<file path="src/rtl/control_unit_pkg.sv">
// Shared types and constants for the SPARC V8 subset control unit.
package cu_pkg;

   typedef enum logic [2:0] {
      S_IDLE,
      S_EXEC,
      S_MEM_ADDR,
      S_MEM_DATA,
      S_MEM_WAIT,
      S_WB,
      S_UPDATE
   } state_t;

   typedef enum logic [1:0] {
      CLS_NOP,
      CLS_ALU,
      CLS_MEM
   } iclass_t;

   // Instruction field positions
   localparam int unsigned OP_HI  = 31;
   localparam int unsigned OP_LO  = 30;
   localparam int unsigned RD_HI  = 29;
   localparam int unsigned RD_LO  = 25;
   localparam int unsigned OP3_HI = 24;
   localparam int unsigned OP3_LO = 19;
   localparam int unsigned RS1_HI = 18;
   localparam int unsigned RS1_LO = 14;
   localparam int unsigned I_BIT  = 13;
   localparam int unsigned RS2_HI = 4;
   localparam int unsigned RS2_LO = 0;

   localparam logic [1:0] OP_ARITH = 2'b10;
   localparam logic [1:0] OP_MEM   = 2'b11;

   localparam logic [1:0] EXT_SIMM13 = 2'b00;
   localparam logic [1:0] EXT_IMM22  = 2'b01;
   localparam logic [1:0] EXT_DISP22 = 2'b10;
   localparam logic [1:0] EXT_DISP30 = 2'b11;

   localparam logic [1:0] ALUB_PB    = 2'b00;
   localparam logic [1:0] ALUB_EXT   = 2'b01;
   localparam logic [1:0] ALUB_FOUR  = 2'b10;
   localparam logic [1:0] ALUB_ZERO  = 2'b11;

   localparam logic [5:0] OP3_ADD   = 6'h00;
   localparam logic [5:0] OP3_ADDCC = 6'h10;
   localparam logic [5:0] OP3_LD    = 6'h00;
   localparam logic [5:0] OP3_ST    = 6'h04;

endpackage

</file>
<file path="src/rtl/control_unit_if.sv">
// Control unit <-> DataPath/RAM bus: instruction and MFC in, all enables and selects out.
interface control_unit_if;
   logic [31:0] IR_Out;
   logic        MFC;
   logic        NPC_enable;
   logic        PC_enable;
   logic        MDR_Enable;
   logic        MAR_Enable;
   logic        register_file_enable;
   logic        RAM_enable;
   logic        PSR_Enable;
   logic [1:0]  extender_select;
   logic [1:0]  ALUB_Mux_select;
   logic        MDR_Mux_select;
   logic [4:0]  in_PA;
   logic [4:0]  in_PB;
   logic [4:0]  in_PC;
   logic [5:0]  ALU_op;
   logic [5:0]  RAM_OpCode;

   modport master (
      input  IR_Out, MFC,
      output NPC_enable, PC_enable, MDR_Enable, MAR_Enable, register_file_enable,
             RAM_enable, PSR_Enable, extender_select, ALUB_Mux_select, MDR_Mux_select,
             in_PA, in_PB, in_PC, ALU_op, RAM_OpCode
   );

   modport slave (
      output IR_Out, MFC,
      input  NPC_enable, PC_enable, MDR_Enable, MAR_Enable, register_file_enable,
             RAM_enable, PSR_Enable, extender_select, ALUB_Mux_select, MDR_Mux_select,
             in_PA, in_PB, in_PC, ALU_op, RAM_OpCode
   );
endinterface

</file>
<file path="src/rtl/control_unit_decode.sv">
// Combinational instruction classifier (module cu_decode).
// Memory ops are recognised only when CU_MEM_OPS_EN is defined.
module cu_decode
   import cu_pkg::*;
(
   input  logic [1:0] op,
   input  logic [5:0] op3,
   output iclass_t    iclass,
   output logic       is_store,
   output logic       is_cc
);

   always_comb begin
      iclass = CLS_NOP;
      if (op == OP_ARITH && (!op3[5] || op3 == 6'h25 || op3 == 6'h26 || op3 == 6'h27))
         iclass = CLS_ALU;
`ifdef CU_MEM_OPS_EN
      else if (op == OP_MEM)
         iclass = CLS_MEM;
`endif
   end

   assign is_store = op3[2];
   assign is_cc    = (op3[5:4] == 2'b01);

endmodule

</file>
<file path="src/rtl/control_unit.sv">
// Per-instruction sequencer driving all DataPath enables and selects.
// CU_MEM_OPS_EN enables the load/store states; without it op=11 runs as a NOP.
module control_unit
   import cu_pkg::*;
(
   input  logic           Clk,
   input  logic           Clr,
   control_unit_if.master bus
);

   state_t      state;
   iclass_t     iclass;
   logic        is_store;
   logic        is_cc;
   logic [4:0]  rd;
   logic [4:0]  rs1;
   logic [4:0]  rs2;
   logic [5:0]  op3;
   logic        imm;

   assign rd  = bus.IR_Out[RD_HI:RD_LO];
   assign rs1 = bus.IR_Out[RS1_HI:RS1_LO];
   assign rs2 = bus.IR_Out[RS2_HI:RS2_LO];
   assign op3 = bus.IR_Out[OP3_HI:OP3_LO];
   assign imm = bus.IR_Out[I_BIT];

   cu_decode u_decode (
      .op       (bus.IR_Out[OP_HI:OP_LO]),
      .op3      (op3),
      .iclass   (iclass),
      .is_store (is_store),
      .is_cc    (is_cc)
   );

   always_ff @(posedge Clk) begin
      if (Clr) begin
         state <= S_IDLE;
      end else begin
         case (state)
            S_IDLE:   state <= S_EXEC;
            S_EXEC:   state <= (iclass == CLS_MEM) ? S_MEM_ADDR : S_UPDATE;
`ifdef CU_MEM_OPS_EN
            S_MEM_ADDR: state <= is_store ? S_MEM_DATA : S_MEM_WAIT;
            S_MEM_DATA: state <= S_MEM_WAIT;
            S_MEM_WAIT: if (bus.MFC) state <= is_store ? S_UPDATE : S_WB;
            S_WB:       state <= S_UPDATE;
`endif
            S_UPDATE: state <= S_EXEC;
            default:  state <= S_IDLE;
         endcase
      end
   end

   always_comb begin
      bus.in_PA                = rs1;
      bus.in_PB                = rs2;
      bus.in_PC                = rd;
      bus.ALU_op               = op3;
      bus.RAM_OpCode           = op3;
      bus.extender_select      = EXT_SIMM13;
      bus.ALUB_Mux_select      = imm ? ALUB_EXT : ALUB_PB;
      bus.MDR_Mux_select       = 1'b0;
      bus.NPC_enable           = 1'b0;
      bus.PC_enable            = 1'b0;
      bus.MDR_Enable           = 1'b0;
      bus.MAR_Enable           = 1'b0;
      bus.register_file_enable = 1'b0;
      bus.RAM_enable           = 1'b0;
      bus.PSR_Enable           = 1'b0;
      case (state)
         S_EXEC: begin
            if (iclass == CLS_ALU) begin
               bus.register_file_enable = (rd != 5'd0);
               bus.PSR_Enable           = is_cc;
            end
         end
`ifdef CU_MEM_OPS_EN
         S_MEM_ADDR: begin
            bus.ALU_op     = OP3_ADD;
            bus.MAR_Enable = 1'b1;
         end
         S_MEM_DATA: begin
            bus.in_PB      = rd;
            bus.MDR_Enable = 1'b1;
         end
         S_MEM_WAIT: begin
            bus.RAM_enable = 1'b1;
            // Load data is captured in the MFC cycle itself, not a cycle later
            if (bus.MFC && !is_store) begin
               bus.MDR_Mux_select = 1'b1;
               bus.MDR_Enable     = 1'b1;
            end
         end
         S_WB: begin
            // DataPath routes MDR to write port C while in this state
            bus.in_PC                = rd;
            bus.register_file_enable = (rd != 5'd0);
         end
`endif
         S_UPDATE: begin
            bus.PC_enable  = 1'b1;
            bus.NPC_enable = 1'b1;
         end
         default: ;
      endcase
   end

`ifndef CU_MEM_OPS_EN
   logic unused_mem;
   assign unused_mem = bus.MFC ^ is_store;
`endif

endmodule

</file>
<file path="src/flat_wrapper.sv">
// flat-port wrapper written by rule: the top's interface ports become plain ports
module control_unit_flat import cu_pkg::*;
  (Clk, Clr, bus_IR_Out, bus_MFC, bus_NPC_enable, bus_PC_enable, bus_MDR_Enable, bus_MAR_Enable, bus_register_file_enable, bus_RAM_enable, bus_PSR_Enable, bus_extender_select, bus_ALUB_Mux_select, bus_MDR_Mux_select, bus_in_PA, bus_in_PB, bus_in_PC, bus_ALU_op, bus_RAM_OpCode);
  control_unit_if bus_i ();
  input  logic Clk;
  input  logic Clr;
  input wire logic [$bits(bus_i.IR_Out)-1:0] bus_IR_Out;
  input wire logic [$bits(bus_i.MFC)-1:0] bus_MFC;
  output wire logic [$bits(bus_i.NPC_enable)-1:0] bus_NPC_enable;
  output wire logic [$bits(bus_i.PC_enable)-1:0] bus_PC_enable;
  output wire logic [$bits(bus_i.MDR_Enable)-1:0] bus_MDR_Enable;
  output wire logic [$bits(bus_i.MAR_Enable)-1:0] bus_MAR_Enable;
  output wire logic [$bits(bus_i.register_file_enable)-1:0] bus_register_file_enable;
  output wire logic [$bits(bus_i.RAM_enable)-1:0] bus_RAM_enable;
  output wire logic [$bits(bus_i.PSR_Enable)-1:0] bus_PSR_Enable;
  output wire logic [$bits(bus_i.extender_select)-1:0] bus_extender_select;
  output wire logic [$bits(bus_i.ALUB_Mux_select)-1:0] bus_ALUB_Mux_select;
  output wire logic [$bits(bus_i.MDR_Mux_select)-1:0] bus_MDR_Mux_select;
  output wire logic [$bits(bus_i.in_PA)-1:0] bus_in_PA;
  output wire logic [$bits(bus_i.in_PB)-1:0] bus_in_PB;
  output wire logic [$bits(bus_i.in_PC)-1:0] bus_in_PC;
  output wire logic [$bits(bus_i.ALU_op)-1:0] bus_ALU_op;
  output wire logic [$bits(bus_i.RAM_OpCode)-1:0] bus_RAM_OpCode;
  assign bus_i.IR_Out = bus_IR_Out;
  assign bus_i.MFC = bus_MFC;
  assign bus_NPC_enable = bus_i.NPC_enable;
  assign bus_PC_enable = bus_i.PC_enable;
  assign bus_MDR_Enable = bus_i.MDR_Enable;
  assign bus_MAR_Enable = bus_i.MAR_Enable;
  assign bus_register_file_enable = bus_i.register_file_enable;
  assign bus_RAM_enable = bus_i.RAM_enable;
  assign bus_PSR_Enable = bus_i.PSR_Enable;
  assign bus_extender_select = bus_i.extender_select;
  assign bus_ALUB_Mux_select = bus_i.ALUB_Mux_select;
  assign bus_MDR_Mux_select = bus_i.MDR_Mux_select;
  assign bus_in_PA = bus_i.in_PA;
  assign bus_in_PB = bus_i.in_PB;
  assign bus_in_PC = bus_i.in_PC;
  assign bus_ALU_op = bus_i.ALU_op;
  assign bus_RAM_OpCode = bus_i.RAM_OpCode;
  control_unit u_core (.Clk(Clk), .Clr(Clr), .bus(bus_i));
endmodule
</file>
<file path="config.mk">
export PLATFORM = sky130hd
export DESIGN_NAME = control_unit_flat
export DESIGN_NICKNAME = d
export VERILOG_FILES = /design/src/rtl/control_unit_pkg.sv /design/src/rtl/control_unit_if.sv /design/src/rtl/control_unit_decode.sv /design/src/rtl/control_unit.sv /design/src/flat_wrapper.sv
export SDC_FILE = /design/constraint.sdc
export NUM_CORES = 1
export LEC_CHECK = 0
export CAP_MARGIN = 20
export CORE_MARGIN = 2
export CORE_UTILIZATION = 17
export CTS_CLUSTER_SIZE = 20
export DETAILED_ROUTE_END_ITERATION = 16
export PLACE_DENSITY = 0.81
export SYNTH_ARGS = -nofsm -noshare
export SYNTH_HDL_FRONTEND = slang
export SYNTH_SLANG_ARGS = --single-unit
</file>
<file path="constraint.sdc">
create_clock -name Clk -period 0.95 [get_ports Clk]
set_clock_uncertainty 0.15 [all_clocks]
set_input_delay 0.19 -clock Clk [delete_from_list [all_inputs] [get_ports Clk]]
set_output_delay 0.19 -clock Clk [all_outputs]
set_load 0.02 [all_outputs]
</file>
# After elaboration in Yosys (flattened, before gate mapping)

Index checks and enable logic that the tools add are counted.
Widths: inputs -> output; s select.

Muxes and demuxes: 9
Reductions and logical operators: 8
Equal/unequal tests: 9

Operators with widths:

| cell               | count |
|---|---|
| $eq 6x6->1 const B | 3 |
| $mux 1             | 7 |
| $pmux 3 s2         | 1 |
| $reduce_bool 5->1  | 1 |
| $eq 3x1->1 const B | 1 |
| $eq 3x3->1 const B | 1 |
| $logic_not 3->1    | 1 |
| $logic_or 1x1->1   | 3 |
| $mux 3             | 1 |
| $eq 1x2->1 const B | 1 |
| $eq 2x1->1 const B | 1 |
| $eq 2x2->1 const B | 1 |
| $reduce_or 2->1    | 1 |
| $eq 1x1->1 const B | 1 |
| $logic_and 1x1->1  | 1 |
| $logic_not 1->1    | 1 |

Output and inout bits: 39
Input bits: 35
Register bits: 3
Word-level logic and storage cells: 27

# Logic depth before layout (Yosys ltp)

Gate-level depths: netlist (run 1).

Word-level depth: 9
Mapped depth: 3
Depth with buffers taken out: 3

# Modules after synthesis

A second synthesis (run 1) with hierarchy kept.

Cell total of the unflattened synthesis: 60
Area, all modules: 474.2 µm²

By module, submodules not included:

| module       | area an instance (µm²) | instances | sequential area each (µm²) | cells each |
|---|---|---|---|---|
| control_unit | 419.2                  | 1         | 60.1                       | 52 |
| cu_decode    | 55.1                   | 1         | 0.0                        | 8 |

# Least setup slack after synthesis (run 1)

OpenSTA, ideal clock, no wires.

Path kind: reg2out
From: register u_core.state[1]
To: output port bus_PSR_Enable
Arrival time: 1.054 ns
Path slack: -0.444 ns
Cell stages (with the launch flop): 3
Required time: 0.610 ns
Cell sequence: dfxtp_1 > nand4bb_1 > nor3b_1

Cells in the longest elaborated chain, start to end: 2

RTL lines:

| item                   | RTL line           | RTL |
|---|---|---|
| from (decl)            | control_unit.sv:11 | `state_t state;` |
| from (signal assigned) | control_unit.sv:41 | `S_EXEC: state <= (iclass == CLS_MEM) ? S_MEM_ADDR : S_UPDATE;` |
| $eq 3x1->1             | control_unit.sv:70 | `case (state)` |
| $mux 1                 | control_unit.sv:70 |  |
| to (decl)              | flat_wrapper.sv:15 | `output wire logic [$bits(bus_i.PSR_Enable)-1:0] bus_PSR_Enable;` |

No other way between the ends.

# Final worst setup path (run 1)

From: register u_core.state[1]
To: output port bus_register_file_enable

Cells in the longest elaborated chain, start to end: 2

RTL lines:

| item       | RTL line           | RTL |
|---|---|---|
| $eq 3x1->1 | control_unit.sv:70 |  |
| $mux 1     | control_unit.sv:70 |  |
| to (decl)  | flat_wrapper.sv:13 | `output wire logic [$bits(bus_i.register_file_enable)-1:0] bus_register_file_enable;` |

No other way between the ends.

==> results.sh, run 1 <==
export IMPL_status="finished with violations"
export IMPL_failed_checks="setup timing"
export IMPL_setup_worst_path_class="reg -> out"
export IMPL_largest_register="u_core.state"
export IMPL_max_cap_violations=0
export IMPL_vias_per_cell=3.45
export IMPL_cts_buffer_depth=2
export IMPL_dpl_cell_area_um2=626
export IMPL_global_route_usage_total_pct=7.24
export IMPL_synth_top_cells_by_area="sky130_fd_sc_hd__buf_4 (69%), sky130_fd_sc_hd__dfxtp_1 (10%), sky130_fd_sc_hd__a221oi_2 (3.8%)"
export IMPL_die_height_um=52.1
export IMPL_peakVddDrop_v=0.000411
export IMPL_final_net_count=101
export IMPL_avgRoutedWirePerCell_um=9.74
export IMPL_total_number_of_clock_tree_sinks=2
export IMPL_flow_area_growth_from_synthesis_pct=62.7
export IMPL_count_of_routing_violations_after_the_opening_detailed_route_iteration=0
export IMPL_power_switching_mw=0.202
export IMPL_combinationalPowerShare_pct=49.4
export IMPL_p_leak_nw=0.313
export IMPL_replace_congestion=0.592
export IMPL_switching_share_pct=35.3
export IMPL_antenna_cells_inserted=0
export IMPL_drcViolationCount=0
export IMPL_timing_critical_path_from_type="flop"
export IMPL_postCtsSetupBuffers=0
export IMPL_pwr_share_clk_pct=33.8
export IMPL_cts_buffers=3
export IMPL_io_buffer_count=35
export IMPL_largest_register_ffs=2
export IMPL_vias=317
export IMPL_report_final_hold_viol_count=0
export IMPL_tritoncts="yes"
export IMPL_part_of_the_cycle_the_worst_path_needs_pct=154
export IMPL_maxSlewViolCount=0
export IMPL_boundary_pins=74
export IMPL_post_route_cells_drive_above_1_share_pct=71.9
export IMPL_sequential_area_share_after_synthesis_pct=10.2
export IMPL_pwr_share_seq_pct=16.8
export IMPL_layout_cells_most_common="sky130_fd_sc_hd__buf_6"
export IMPL_setup_worst_path_end_class="output port"
export IMPL_dieArea_mm2=0.00271
export IMPL_post_synth_num_cell_types=11
export IMPL_timing_critical_path_arrival_ps=1130
export IMPL_largest_registers="u_core.state (2)"
export IMPL_final_cell_mix="sky130_fd_sc_hd__buf_6 (18), sky130_fd_sc_hd__buf_2 (8), sky130_fd_sc_hd__conb_1 (7), sky130_fd_sc_hd__buf_4 (7), sky130_fd_sc_hd__dlygate4sd2_1 (5)"
export IMPL_insertion_delay_ps=230
export IMPL_cp_required_ps=610
export IMPL_ys_ff_latch=2
export IMPL_grt_pass1_wl_um=1350
export IMPL_maxClockFrequency_mhz=682
export IMPL_cell_internal_pwr_mw=0.370
export IMPL_fp_dieW_um=52.1
export IMPL_antenna_found_initial=0
export IMPL_hold_ws_ps=230
export IMPL_floorplan_rows=17
export IMPL_htreeDepth=1
export IMPL_design_area_um2=639
export IMPL_yosys_warnings=0
export IMPL_maximum_number_of_pins_on_one_net_before_global_route_repair=4
export IMPL_min_period_ps=1470
export IMPL_power_total_mw=0.572
export IMPL_detailedRoute_firstPassIterationCount=1
export IMPL_route_final_wire_length_um=896
export IMPL_fp_coreArea_mm2=0.00219
export IMPL_post_cts_hold_buffer_count=0
export IMPL_netlist_top_cell_by_area="sky130_fd_sc_hd__buf_4"
export IMPL_syn_mean_instance_area_um2=8.02
export IMPL_fillerInstances=237
export IMPL_crit_path_max_fanout=2
export IMPL_syn_cell_area_um2=393
export IMPL_min_delay_path_class="in -> out"
export IMPL_initial_core_util_pct=17.9
export IMPL_timing_final_ws_setup_ps=-516
export IMPL_grt_pass1_vias=330
export IMPL_post_route_antenna_net_violation_count=0
export IMPL_finalSetupViolations=4
export IMPL_cts_root_buffer="sky130_fd_sc_hd__clkbuf_4"
export IMPL_synth_cells=49
export IMPL_detailedPlace_worstSlack_ps=-1170
export IMPL_cts_reportedPaths_clkPinSlew_ps=30
export IMPL_grt_setup_unrepaired="true"
export IMPL_areal_power_density_over_the_cells_mw_per_mm2=894
export IMPL_grt_ovfl_total=0
export IMPL_yosysTopAreaCellShare_pct=68.8
==> cell type report <==
cell class	instances	area (um2)	area share, %
multi-input cells	17	156	24.5
repair buffers	42	383	59.9
flip-flops and latches	2	42.5	6.65
well taps	28	35.0	5.48
clock buffers	3	22.5	3.52
==> logic make-up after synthesis <==
kind of cell	count (synthesis)	synth area share (%)
DFF	2	10.2
buffers and inverters	36	68.8
AOI/OAI and AO/OA	2	7.00
other	1	0.954
and+or+nand+nor	8	13.1
==> worst paths after layout <==
| kind | startpoint | end | slack [ps] | depth (start not counted) |
|---|---|---|---|---|
| hold reg to reg | u_core.state[1] | u_core.state[1] | 340 | 2 |
| setup reg to reg | u_core.state[0] | u_core.state[1] | 100 | 2 |
| hold / removal | bus_IR_Out[3] | bus_in_PB[3] | 230 | 0 |
| setup / recovery | u_core.state[1] | bus_register_file_enable | -520 | 3 |
==> critical path, cell delays in order, from the launching register on <==
cell and delay, ps:
sky130_fd_sc_hd__dfxtp_2 310, sky130_fd_sc_hd__nand4bb_4 220, sky130_fd_sc_hd__a221oi_4 220, sky130_fd_sc_hd__buf_6 150
==> per-layer routing <==
layer | vias to the layer above | track usage, % | wire length, um
li1 | 143 | - | -
met2 | 37 | 11.6 | 445
met1 | 135 | 5.53 | 224
met5 | - | 0 | 0
met4 | 0 | 8.33 | 16
met3 | 2 | 4.31 | 210
==> timing repair <==
item	CTS	global route
pin swaps	3	1
endpoints found under the setup margin	21	8
gates resized for setup	145	10
endpoints found under the hold margin	0	0
==> power groups by stage <==
stage | Sequential (mW) | Clock, mW | Combinational [mW]
floorplan | 0.0969 | 0 | 0.254
global placement | 0.0957 | 0 | 0.290
detailed placement | 0.0961 | 0 | 0.292
CTS | 0.0955 | 0.206 | 0.279
global route | 0.0964 | 0.217 | 0.301
finish | 0.0958 | 0.193 | 0.283
==> stage by stage <==
stage	util, %	setup TNS (ps)	instances
CTS	28.6	-2210	92
detailed placement	28.6	-16500	89
global placement	28.6	-16330	89
finish	29.2	-1630	92
global route	29.2	-1840	92
floorplan	-	-570	55
==> synthesized netlist by cell type <==
cell type,number
sky130_fd_sc_hd__a221oi_2,1
sky130_fd_sc_hd__nor2_1,2
sky130_fd_sc_hd__nor2b_1,1
sky130_fd_sc_hd__o211ai_2,1
sky130_fd_sc_hd__nor3_1,1
sky130_fd_sc_hd__dfxtp_1,2
sky130_fd_sc_hd__nor2_2,1
sky130_fd_sc_hd__nor3b_1,2
sky130_fd_sc_hd__nand4bb_1,1
sky130_fd_sc_hd__conb_1,1
sky130_fd_sc_hd__buf_4,36
Note: power is estimated with default switching activity, not from simulation.
==> run 2: changes to the inputs <==
Settings changed: CORE_ASPECT_RATIO from default to 1.25.
==> results.sh, run 2 (synthesis results as in run 1) <==
export IMPL_cts_root_buffer="sky130_fd_sc_hd__clkbuf_4"
export IMPL_path_buf_inv=1
export IMPL_peakVddDrop_v=0.000457
export IMPL_drcViolationCount=0
export IMPL_final_cell_mix="sky130_fd_sc_hd__buf_6 (22), sky130_fd_sc_hd__buf_2 (8), sky130_fd_sc_hd__conb_1 (7), sky130_fd_sc_hd__dlygate4sd2_1 (7), sky130_fd_sc_hd__buf_4 (4)"
export IMPL_htreeDepth=1
export IMPL_grt_ovfl_total=0
export IMPL_grt_setup_unrepaired="true"
export IMPL_timing_final_ws_setup_ps=-526
export IMPL_crit_path_max_fanout=2
export IMPL_largest_register_ffs=2
export IMPL_finalSetupViolations=4
export IMPL_largest_registers="u_core.state (2)"
export IMPL_fp_coreArea_mm2=0.00219
export IMPL_post_route_antenna_net_violation_count=0
export IMPL_flow_area_growth_from_synthesis_pct=67.8
export IMPL_vias_per_cell=3.47
export IMPL_failed_checks="setup timing"
export IMPL_count_of_routing_violations_after_the_opening_detailed_route_iteration=2
export IMPL_min_period_ps=1480
export IMPL_die_height_um=57.8
export IMPL_cp_num_cells=3
export IMPL_global_route_usage_total_pct=8.09
export IMPL_dpl_cell_area_um2=629
export IMPL_grt_pass1_wl_um=1480
export IMPL_insertion_delay_ps=220
export IMPL_cts_buffer_depth=2
export IMPL_antenna_found_initial=0
export IMPL_crit_slowest_cell="sky130_fd_sc_hd__dfxtp_2"
export IMPL_total_number_of_clock_tree_sinks=2
export IMPL_maxClockFrequency_mhz=678
export IMPL_cts_buffers=3
export IMPL_io_buffer_count=35
export IMPL_hold_ws_ps=230
export IMPL_antenna_cells_inserted=0
export IMPL_avgRoutedWirePerCell_um=10.4
export IMPL_detailedRoute_firstPassIterationCount=2
export IMPL_critPathMaxStageDelay_ps=310
export IMPL_grt_pass1_vias=356
export IMPL_dieArea_mm2=0.00271
export IMPL_grt_busiest_layer="met2"
export IMPL_timing_critical_path_arrival_ps=1140
export IMPL_grtUsageMet3_pct=4.36
export IMPL_max_cap_violations=0
export IMPL_cts_reportedPaths_clkPinSlew_ps=30
export IMPL_design_area_um2=659
export IMPL_hold_path_cell_count=0
export IMPL_areal_power_density_over_the_cells_mw_per_mm2=875
export IMPL_fp_dieW_um=47
export IMPL_part_of_the_cycle_the_worst_path_needs_pct=155
export IMPL_route_final_wire_length_um=999
export IMPL_report_final_hold_viol_count=0
export IMPL_floorplan_rows=19
export IMPL_maximum_number_of_pins_on_one_net_before_global_route_repair=4
export IMPL_post_route_cells_drive_above_1_share_pct=73.8
export IMPL_timing_critical_path_from_type="flop"
export IMPL_tritoncts="yes"
export IMPL_largest_register="u_core.state"
export IMPL_dp_cells=92
export IMPL_worstPathCellList="nand4bb_4 -> a221oi_4 -> buf_6"
export IMPL_use_met1_pct=5.31
export IMPL_final_util_pct=30.1
export IMPL_gr_usage_met2_pct=15.5
export IMPL_min_delay_path_class="in -> out"
export IMPL_status="finished with violations"
export IMPL_hpwlAfterDp_um=874
export IMPL_critical_path_top_delay_family="flip-flops"
export IMPL_detailedPlace_worstSlack_ps=-1220
export IMPL_initial_core_util_pct=18.0
export IMPL_post_layout_nonfiller_instances=96
export IMPL_setup_worst_path_end_class="output port"
export IMPL_post_cts_hold_buffer_count=0
export IMPL_vias=333
export IMPL_setup_worst_path_class="reg -> out"
export IMPL_p_leak_nw=0.318
export IMPL_cp_required_ps=610
export IMPL_reg2regPathDepth=3
export IMPL_layout_cells_most_common="sky130_fd_sc_hd__buf_6"
export IMPL_boundary_pins=74
export IMPL_replace_congestion=0.686
export IMPL_final_net_count=102
export IMPL_maxSlewViolCount=0
==> run 2: per-layer routing <==
layer | vias up | wire length [um]
li1 | 146 | -
met1 | 145 | 280
met2 | 42 | 538
met3 | 0 | 180
met4 | 0 | 0
met5 | - | 0
==> run 2: through the flow <==
step                TNS (ps)  total power [mW]
global route           -1990             0.615
finish                 -1820             0.577
CTS                    -2000             0.592
global placement      -16260             0.386
floorplan               -570             0.351
detailed placement    -16670             0.393
==> run 2: area by class of cell <==
cell class | instances | area (um2)
clock buffer | 3 | 22.5
tap | 31 | 38.8
sequential | 2 | 42.5
fill | 242 | 1530
timing repair buffer | 43 | 394
multi-input combinational | 17 | 161
==> run 2: path summary, 6_finish.rpt <==
kind	startpoint	endpoint	slack (ps)
worst max-delay path	u_core.state[1]	bus_register_file_enable	-530
worst min-delay path	bus_IR_Out[18]	bus_in_PA[4]	230
worst max register to register	u_core.state[1]	u_core.state[1]	40
worst min register to register	u_core.state[0]	u_core.state[0]	400
==> run 2: report_power, final <==
| part | total (mW) | internal [mW] | switching [mW] | leakage [nW] |
|---|---|---|---|---|
| registers | 0.0964 | 0.0913 | 0.00517 | 0.0172 |
| clock network | 0.185 | 0.139 | 0.0463 | 0.0138 |
| logic | 0.295 | 0.145 | 0.150 | 0.287 |
| total | 0.577 | 0.375 | 0.201 | 0.318 |
==> run 2: timing repair <==
item / in CTS / in global routing
gates cloned: 0 / 0
resized for setup: 156 / 2
endpoints found under the setup margin: 21 / 7
pin swaps: 4 / 1
setup buffers: 1 / 1
==> run 2: worst reg2reg max path: stages, from the launching register on <==
cell and delay (ps):
sky130_fd_sc_hd__dfxtp_2 310, sky130_fd_sc_hd__buf_4 120, sky130_fd_sc_hd__buf_6 110, sky130_fd_sc_hd__nor3b_2 150
==> run 3: changes to the inputs <==
Settings changed: CTS_CLUSTER_DIAMETER from default to 30, REMOVE_ABC_BUFFERS from default to 1.
==> results.sh, run 3 (synthesis results as in run 1) <==
export IMPL_grt_ovfl_total=0
export IMPL_failed_checks="setup timing"
export IMPL_setup_worst_path_end_class="output port"
export IMPL_route_final_wire_length_um=1250
export IMPL_post_cts_hold_buffer_count=0
export IMPL_flow_area_growth_from_synthesis_pct=57.3
export IMPL_tritoncts="yes"
export IMPL_post_route_antenna_net_violation_count=0
export IMPL_status="finished with violations"
export IMPL_detailedPlace_worstSlack_ps=-1160
export IMPL_max_cap_violations=0
export IMPL_cts_buffers=3
export IMPL_replace_congestion=0.629
export IMPL_min_period_ps=1440
export IMPL_count_of_routing_violations_after_the_opening_detailed_route_iteration=3
export IMPL_setup_worst_path_class="reg -> out"
export IMPL_boundary_pins=74
export IMPL_detailedRoute_firstPassIterationCount=2
export IMPL_global_route_usage_total_pct=9.84
export IMPL_htreeDepth=1
export IMPL_floorplan_rows=19
export IMPL_post_layout_nonfiller_instances=95
export IMPL_io_buffer_count=35
export IMPL_timing_critical_path_from_type="flop"
export IMPL_power_total_mw=0.562
export IMPL_cp_required_ps=610
export IMPL_fp_dieW_um=47
export IMPL_timing_final_ws_setup_ps=-495
export IMPL_grt_pass1_vias=356
export IMPL_initial_core_util_pct=18.0
export IMPL_postCtsSetupBuffers=0
export IMPL_fillerInstances=241
export IMPL_grt_pass1_wl_um=1700
export IMPL_cts_reportedPaths_clkPinSlew_ps=30
export IMPL_die_height_um=57.8
export IMPL_insertion_delay_ps=220
export IMPL_cts_buffer_depth=2
export IMPL_vias=357
export IMPL_drcViolationCount=0
export IMPL_avgRoutedWirePerCell_um=13.1
export IMPL_timing_reg2reg_setup_slack_ps=90
export IMPL_timing_critical_path_arrival_ps=1100
export IMPL_total_number_of_clock_tree_sinks=2
export IMPL_layout_cells_most_common="sky130_fd_sc_hd__buf_6"
export IMPL_maxClockFrequency_mhz=692
export IMPL_largest_register="u_core.state"
export IMPL_p_leak_nw=0.296
export IMPL_antenna_found_initial=0
export IMPL_final_cell_mix="sky130_fd_sc_hd__buf_6 (15), sky130_fd_sc_hd__buf_2 (9), sky130_fd_sc_hd__conb_1 (7)"
export IMPL_dp_cells=92
export IMPL_vias_per_cell=3.76
export IMPL_part_of_the_cycle_the_worst_path_needs_pct=152
export IMPL_maxSlewViolCount=0
export IMPL_crit_path_max_fanout=2
export IMPL_maximum_number_of_pins_on_one_net_before_global_route_repair=4
export IMPL_finalSetupViolations=6
export IMPL_largest_registers="u_core.state (2)"
export IMPL_cts_root_buffer="sky130_fd_sc_hd__clkbuf_4"
export IMPL_peakVddDrop_v=0.000516
export IMPL_largest_register_ffs=2
export IMPL_post_route_cells_drive_above_1_share_pct=70.3
export IMPL_dieArea_mm2=0.00271
export IMPL_min_delay_path_class="in -> out"
export IMPL_grt_setup_unrepaired="true"
export IMPL_antenna_cells_inserted=0
export IMPL_areal_power_density_over_the_cells_mw_per_mm2=909
export IMPL_fp_coreArea_mm2=0.00219
export IMPL_report_final_hold_viol_count=0
export IMPL_final_net_count=101
run 3: worst paths after layout:
check | start | end | depth (start not counted)
worst max register to register | u_core.state[0] | u_core.state[1] | 2
worst min-delay path | bus_IR_Out[14] | bus_in_PA[0] | 0
worst max-delay path | u_core.state[1] | bus_register_file_enable | 3
worst min register to register | u_core.state[1] | u_core.state[1] | 2
run 3: final cells by class:
class,instances,area (um2),area share (%)
tap,31,38.8,6.28
timing repair buffer,42,375,60.7
sequential,2,42.5,6.88
clock buffer,3,22.5,3.64
multi-input combinational,17,139,22.5
run 3: per-stage QoR:
stage,instance area [um2],utilization (%),hold slack [ps],setup TNS [ps]
after floorplan,145,-,107,-1280
after global placement,587,26.8,230,-16700
after detailed placement,587,26.8,230,-16780
after CTS,616,28.1,230,-2320
after global routing,618,28.3,230,-2480
final,618,28.3,230,-2140
run 3: timing repair:
| action | 4_1_cts | 5_1_grt |
|---|---|---|
| pin swaps | 4 | 2 |
| endpoints found under the setup margin | 21 | 7 |
| gates resized for setup | 146 | 2 |
| cloned | 0 | 0 |
run 3: worst max-delay path, stage by stage, from the launching register on:
cell and delay, ps:
sky130_fd_sc_hd__dfxtp_2 310, sky130_fd_sc_hd__nand4bb_4 200, sky130_fd_sc_hd__a221oi_2 190, sky130_fd_sc_hd__buf_4 180
run 3: report_power, final:
part | switching (mW) | internal, mW | total [mW]
Combinational | 0.144 | 0.133 | 0.276
Sequential | 0.00512 | 0.0912 | 0.0964
Clock | 0.0499 | 0.139 | 0.189
run 3: layer usage:
metal / share of wire (%) / wire length [um] / global-route usage, % / up-vias
li1: - / - / - / 147
met1: 38 / 470 / 10.4 / 147
met2: 37 / 460 / 13.3 / 59
met3: 23 / 289 / 7.79 / 4
met4: 2.2 / 27 / 5.95 / 0
met5: 0 / 0 / 0 / -
==> RTL change 1: new RTL, config.mk and constraints of run 2 <==
The option `CU_MEM_OPS_EN` is turned on by a define.
--- a/src/rtl/control_unit_decode.sv
+++ b/src/rtl/control_unit_decode.sv
@@ -1,5 +1,7 @@
 // Combinational instruction classifier (module cu_decode).
 // Memory ops are recognised only when CU_MEM_OPS_EN is defined.
+`define CU_MEM_OPS_EN
+
 module cu_decode
    import cu_pkg::*;
 (
Behaviour: not the same (Yosys sat finds a counterexample within 4 cycles, from zero or initial values).
==> RTL change 1 against run 2 <==
The flow still finishes with violations (setup timing); die area increased by 42%; setup slack got worse by 170 ps; routed wire length increased by 130%; synthesized cell count increased by 37%; power increased to 2.9 times the old value; area after synthesis increased by 46%; sequential cell count increased by 1; via count increased by 110%; critical endpoint is now bus_MDR_Enable; first-iteration DRC count increased to 3.5 times the old value; design area increased by 120%.
==> RTL change 1: results (changes against run 2) <==
status: complete, but fails checks
violations in the final reports: setup timing
Critical path origin: u_core.state[0]$_SDFFE_PP0P_
buffer share of cell area: 0.5194 (-0.07834)
footprint of the multi-input gates: 535.5 um^2 (+230%)
Switch Pwr: 612.5 uW (+200%)
dpl hpwl: 1.480 mm (+69%)
first-pass GRT wire length: 2.994 mm (+100%)
vias in the first global route: 661 (+86%)
DR vias: 688 (+110%)
flop-to-flop setup slack: -380 ps (-420 ps)
# fillers: 304 (+26%)
clock buf count: 4 (+1)
pre-CTS setup slack: -1249 ps (-30.19 ps)
maximum vdd drop: 0.7106 mV (+55%)
wirelength, routed: 2.288 mm (+130%)
dpl cell area: 1121 um^2 (+78%)
Commonest cells post-synth: 22 x buf_4, 7 x nor2b_1, 5 x mux2_4, 5 x nor2_1
fin worst setup slack: -699.6 ps (-173.9 ps)
multi-input gates: 42 (+25)
LEAKAGE: 0.6931 nW (+120%)
sequential share of cell area: 0.04910 (-0.01542)
Setup Fix Bufs, Post-CTS: 7 (+6)
final setup violation count: 23 (+19)
Endpoint, Worst Hold: u_core.state[1]$_SDFFE_PP0P_
R2R depth: 6 (+3)
HP Start: bus_IR_Out[21]
synth top area cells: buf_4 29%, mux2_4 13%, dfxtp_1 10%, nor2b_1 7.6%, nand3b_4 3.5%
post-CTS sizing: 227 (+46%)
worst-path fanout max: 5 (+3)
placed insts: 148 (+61%)
post-route cell area: 1453 um^2 (+120%)
num sequential: 3 (+1)
reg2reg start: u_core.state[2]$_SDFFE_PP0P_
worst reg2reg path endpoint: u_core.state[1]$_SDFFE_PP0P_
hold depth: 3 (+3)
post-synthesis sequential area ratio: 0.1046 (+0.002664)
Hold WS: 170.7 ps (-59.33 ps)
Root Buffer: clkbuf_8
[RTL change 1: cell count changes in the layout (fill, tap and decap cells not counted), sizes merged, moves of 3 or more]
| cell | change |
|---|---|
| conb | -4 |
| nand2b | +3 |
| clkdlybuf4s50 | +5 |
| buf | +29 |
| mux2 | +5 |
| nor2b | +6 |
| dlygate4sd2 | -3 |
[RTL change 1: kinds of logic after synthesis]
group | count (synthesis) | synth area share
AOI/OAI and AO/OA | 8 | 0.1198
buffers and inverters | 24 | 0.3159
DFF | 3 | 0.1046
muxes | 5 | 0.1307
other | 1 | 0.006530
and+or+nand+nor | 26 | 0.3224
[RTL change 1: routing by layer]
| metal | part of all wire | wire length (um) | GRT usage |
|---|---|---|---|
| met3 | 0.061 | 140 | 0.02052 |
| met4 | 0.021 | 47 | 0.07440 |
| met1 | 0.33 | 745 | 0.1046 |
| met5 | 0 | 0 | 0 |
| met2 | 0.59 | 1355 | 0.1868 |
==> RTL change 2: new RTL, settings of run 2 <==
Without the edit above. The 7 states of `state_t` get a Gray code encoding in 3 bits.
--- a/src/rtl/control_unit_pkg.sv
+++ b/src/rtl/control_unit_pkg.sv
@@ -2,13 +2,13 @@
 package cu_pkg;
 
    typedef enum logic [2:0] {
-      S_IDLE,
-      S_EXEC,
-      S_MEM_ADDR,
-      S_MEM_DATA,
-      S_MEM_WAIT,
-      S_WB,
-      S_UPDATE
+      S_IDLE     = 3'b000,
+      S_EXEC     = 3'b001,
+      S_MEM_ADDR = 3'b011,
+      S_MEM_DATA = 3'b010,
+      S_MEM_WAIT = 3'b110,
+      S_WB       = 3'b111,
+      S_UPDATE   = 3'b101
    } state_t;
 
    typedef enum logic [1:0] {
Check against the original RTL: no difference found for any inputs over 10 cycles, from zero or initial values; not proved beyond that.
==> RTL change 2 against run 2 <==
The run still ends with setup timing left; die area is 0.87% higher; design area is 1.3% lower; routed wire length is 1.1% higher; fmax is 20% lower; area after synthesis is 0.96% higher; setup slack worse by 360 ps; via count is 5.1% higher; power hardly changed; critical path depth is 1 higher; highest routed layer is now met4; sequential cell count stayed put; critical endpoint unchanged; core utilization is 0.72 points lower.
==> RTL change 2: results (changes against run 2) <==
status: complete, but fails checks
violations in the final reports: setup timing
DR pass1 iterations: 3 (+1)
flop-to-flop setup slack: 80 ps (+40 ps)
clock latency on the worst-skew pair: 220 ps (about the same)
fin worst setup slack: -886.1 ps (-360.3 ps)
family with the most delay on the worst path: simple AND/OR/NAND/NOR gates
final setup violation count: 4 (unchanged)
post-synthesis sequential area ratio: 0.1009 (-0.0009645)
post-synth cell types: 12 (+1)
synth top area cells: buf_4 68%, dfxtp_1 10%, a221oi_2 3.8%, or4b_4 3.5%, nor3b_2 3.2%
layout cells sized above 1: 0.7015 (-0.03697)
dpl hpwl: 858.7 um (-1.7%)
slowest CP cell: or4b_4
critical path's largest stage delay: 550 ps (+240 ps)
Synth warnings: 0 (unchanged)
NumNets Final: 104 (+2.0%)
arrival time at the worst endpoint: 1500 ps (+360 ps)
Commonest cells post-synth: 36 x buf_4, 2 x dfxtp_1, 2 x nor2_1, 2 x nor3_1
maximum vdd drop: 0.6544 mV (+43%)
first-pass GRT wire length: 1.380 mm (-6.5%)
initial DRC count: 2 (unchanged)
reg2reg start: u_core.state[0]$_SDFF_PP0_
LEAKAGE: 0.3210 nW (+1.1%)
vias in the first global route: 346 (-2.8%)
# fillers: 254 (+5.0%)
wirelength, routed: 1.010 mm (+1.1%)
worst reg2reg path endpoint: u_core.state[2]$_SDFF_PP0_
Int Pwr: 380.4 uW (+1.3%)
Vias/cell: 3.571 (+3.0%)
RD Place Congestion: 0.6057 (-12%)
gr usage total: 0.07544 (-0.005480)
RTL change 2: worst reg2reg max path, cell delays in order, from the launching register on:
cell	delay [ps]
dfxtp_2	320
inv_2	40
buf_4	120
nor3_1	160
RTL change 2: what timing repair did:
action | 4_1_cts | 5_1_grt
endpoints found under the setup margin | 21 | 10
gates resized for setup | 161 | 4
pin swaps | 1 | 2
cloned | 0 | 0
setup buffers | 3 | 0
RTL change 2: metrics by stage:
stage                     setup TNS (ps)  area (um^2)  setup WS (ps)  hold slack (ps)  instances
final                              -2526        650.6         -886.1            230.0         98
after global routing               -2717        650.6         -947.1            230.0         98
after CTS                          -2595        673.1         -921.6            230.1        101
after detailed placement          -16970        625.6          -1407            230.1         95
after global placement            -16720        625.6          -1388            230.1         95
after floorplan                    -1163        439.2         -539.3            101.7         56
RTL change 2: how the worst max path moves through the flow:
stage | to | slack, ps | startpoint
2_1_floorplan | bus_register_file_enable | -540 | u_core.state[0]$_SDFF_PP0_
3_3_place_gp | bus_register_file_enable | -1390 | bus_IR_Out[30]
3_5_place_dp | bus_register_file_enable | -1410 | bus_IR_Out[30]
4_1_cts | bus_register_file_enable | -920 | u_core.state[0]$_SDFF_PP0_
5_1_grt | bus_register_file_enable | -950 | u_core.state[0]$_SDFF_PP0_
6_report | bus_register_file_enable | -890 | u_core.state[0]$_SDFF_PP0_
RTL change 2: kinds of logic after synthesis:
kind of cell / after synthesis / synth area share
AO/OA/AOI/OAI: 3 / 0.06938
buffers and inverters: 37 / 0.6908
flip-flops: 2 / 0.1010
other: 1 / 0.009455
AND/OR/NAND/NOR: 7 / 0.1293
RTL change 2: layout make-up:
type | instances | area share
multi-input combinational | 17 | 0.1885
inverter | 1 | 0.005769
clock buffer | 3 | 0.03462
timing repair buffer | 44 | 0.6462
tap | 31 | 0.05962
sequential | 2 | 0.06538
RTL change 2: power by group through the flow:
stage,clock [mW],sequential (mW),combinational (mW)
floorplan,0,0.0958,0.251
CTS,0.191,0.0948,0.308
global placement,0,0.0956,0.291
global route,0.211,0.0954,0.315
detailed placement,0,0.0958,0.297
finish,0.185,0.0947,0.297
RTL change 2: layer usage:
metal,vias up,GRT usage,share of wire
met5,-,0,0
met2,47,0.1272,0.48
met3,6,0.03427,0.18
met1,145,0.06061,0.31
met4,0,0.06746,0.034
li1,152,-,-
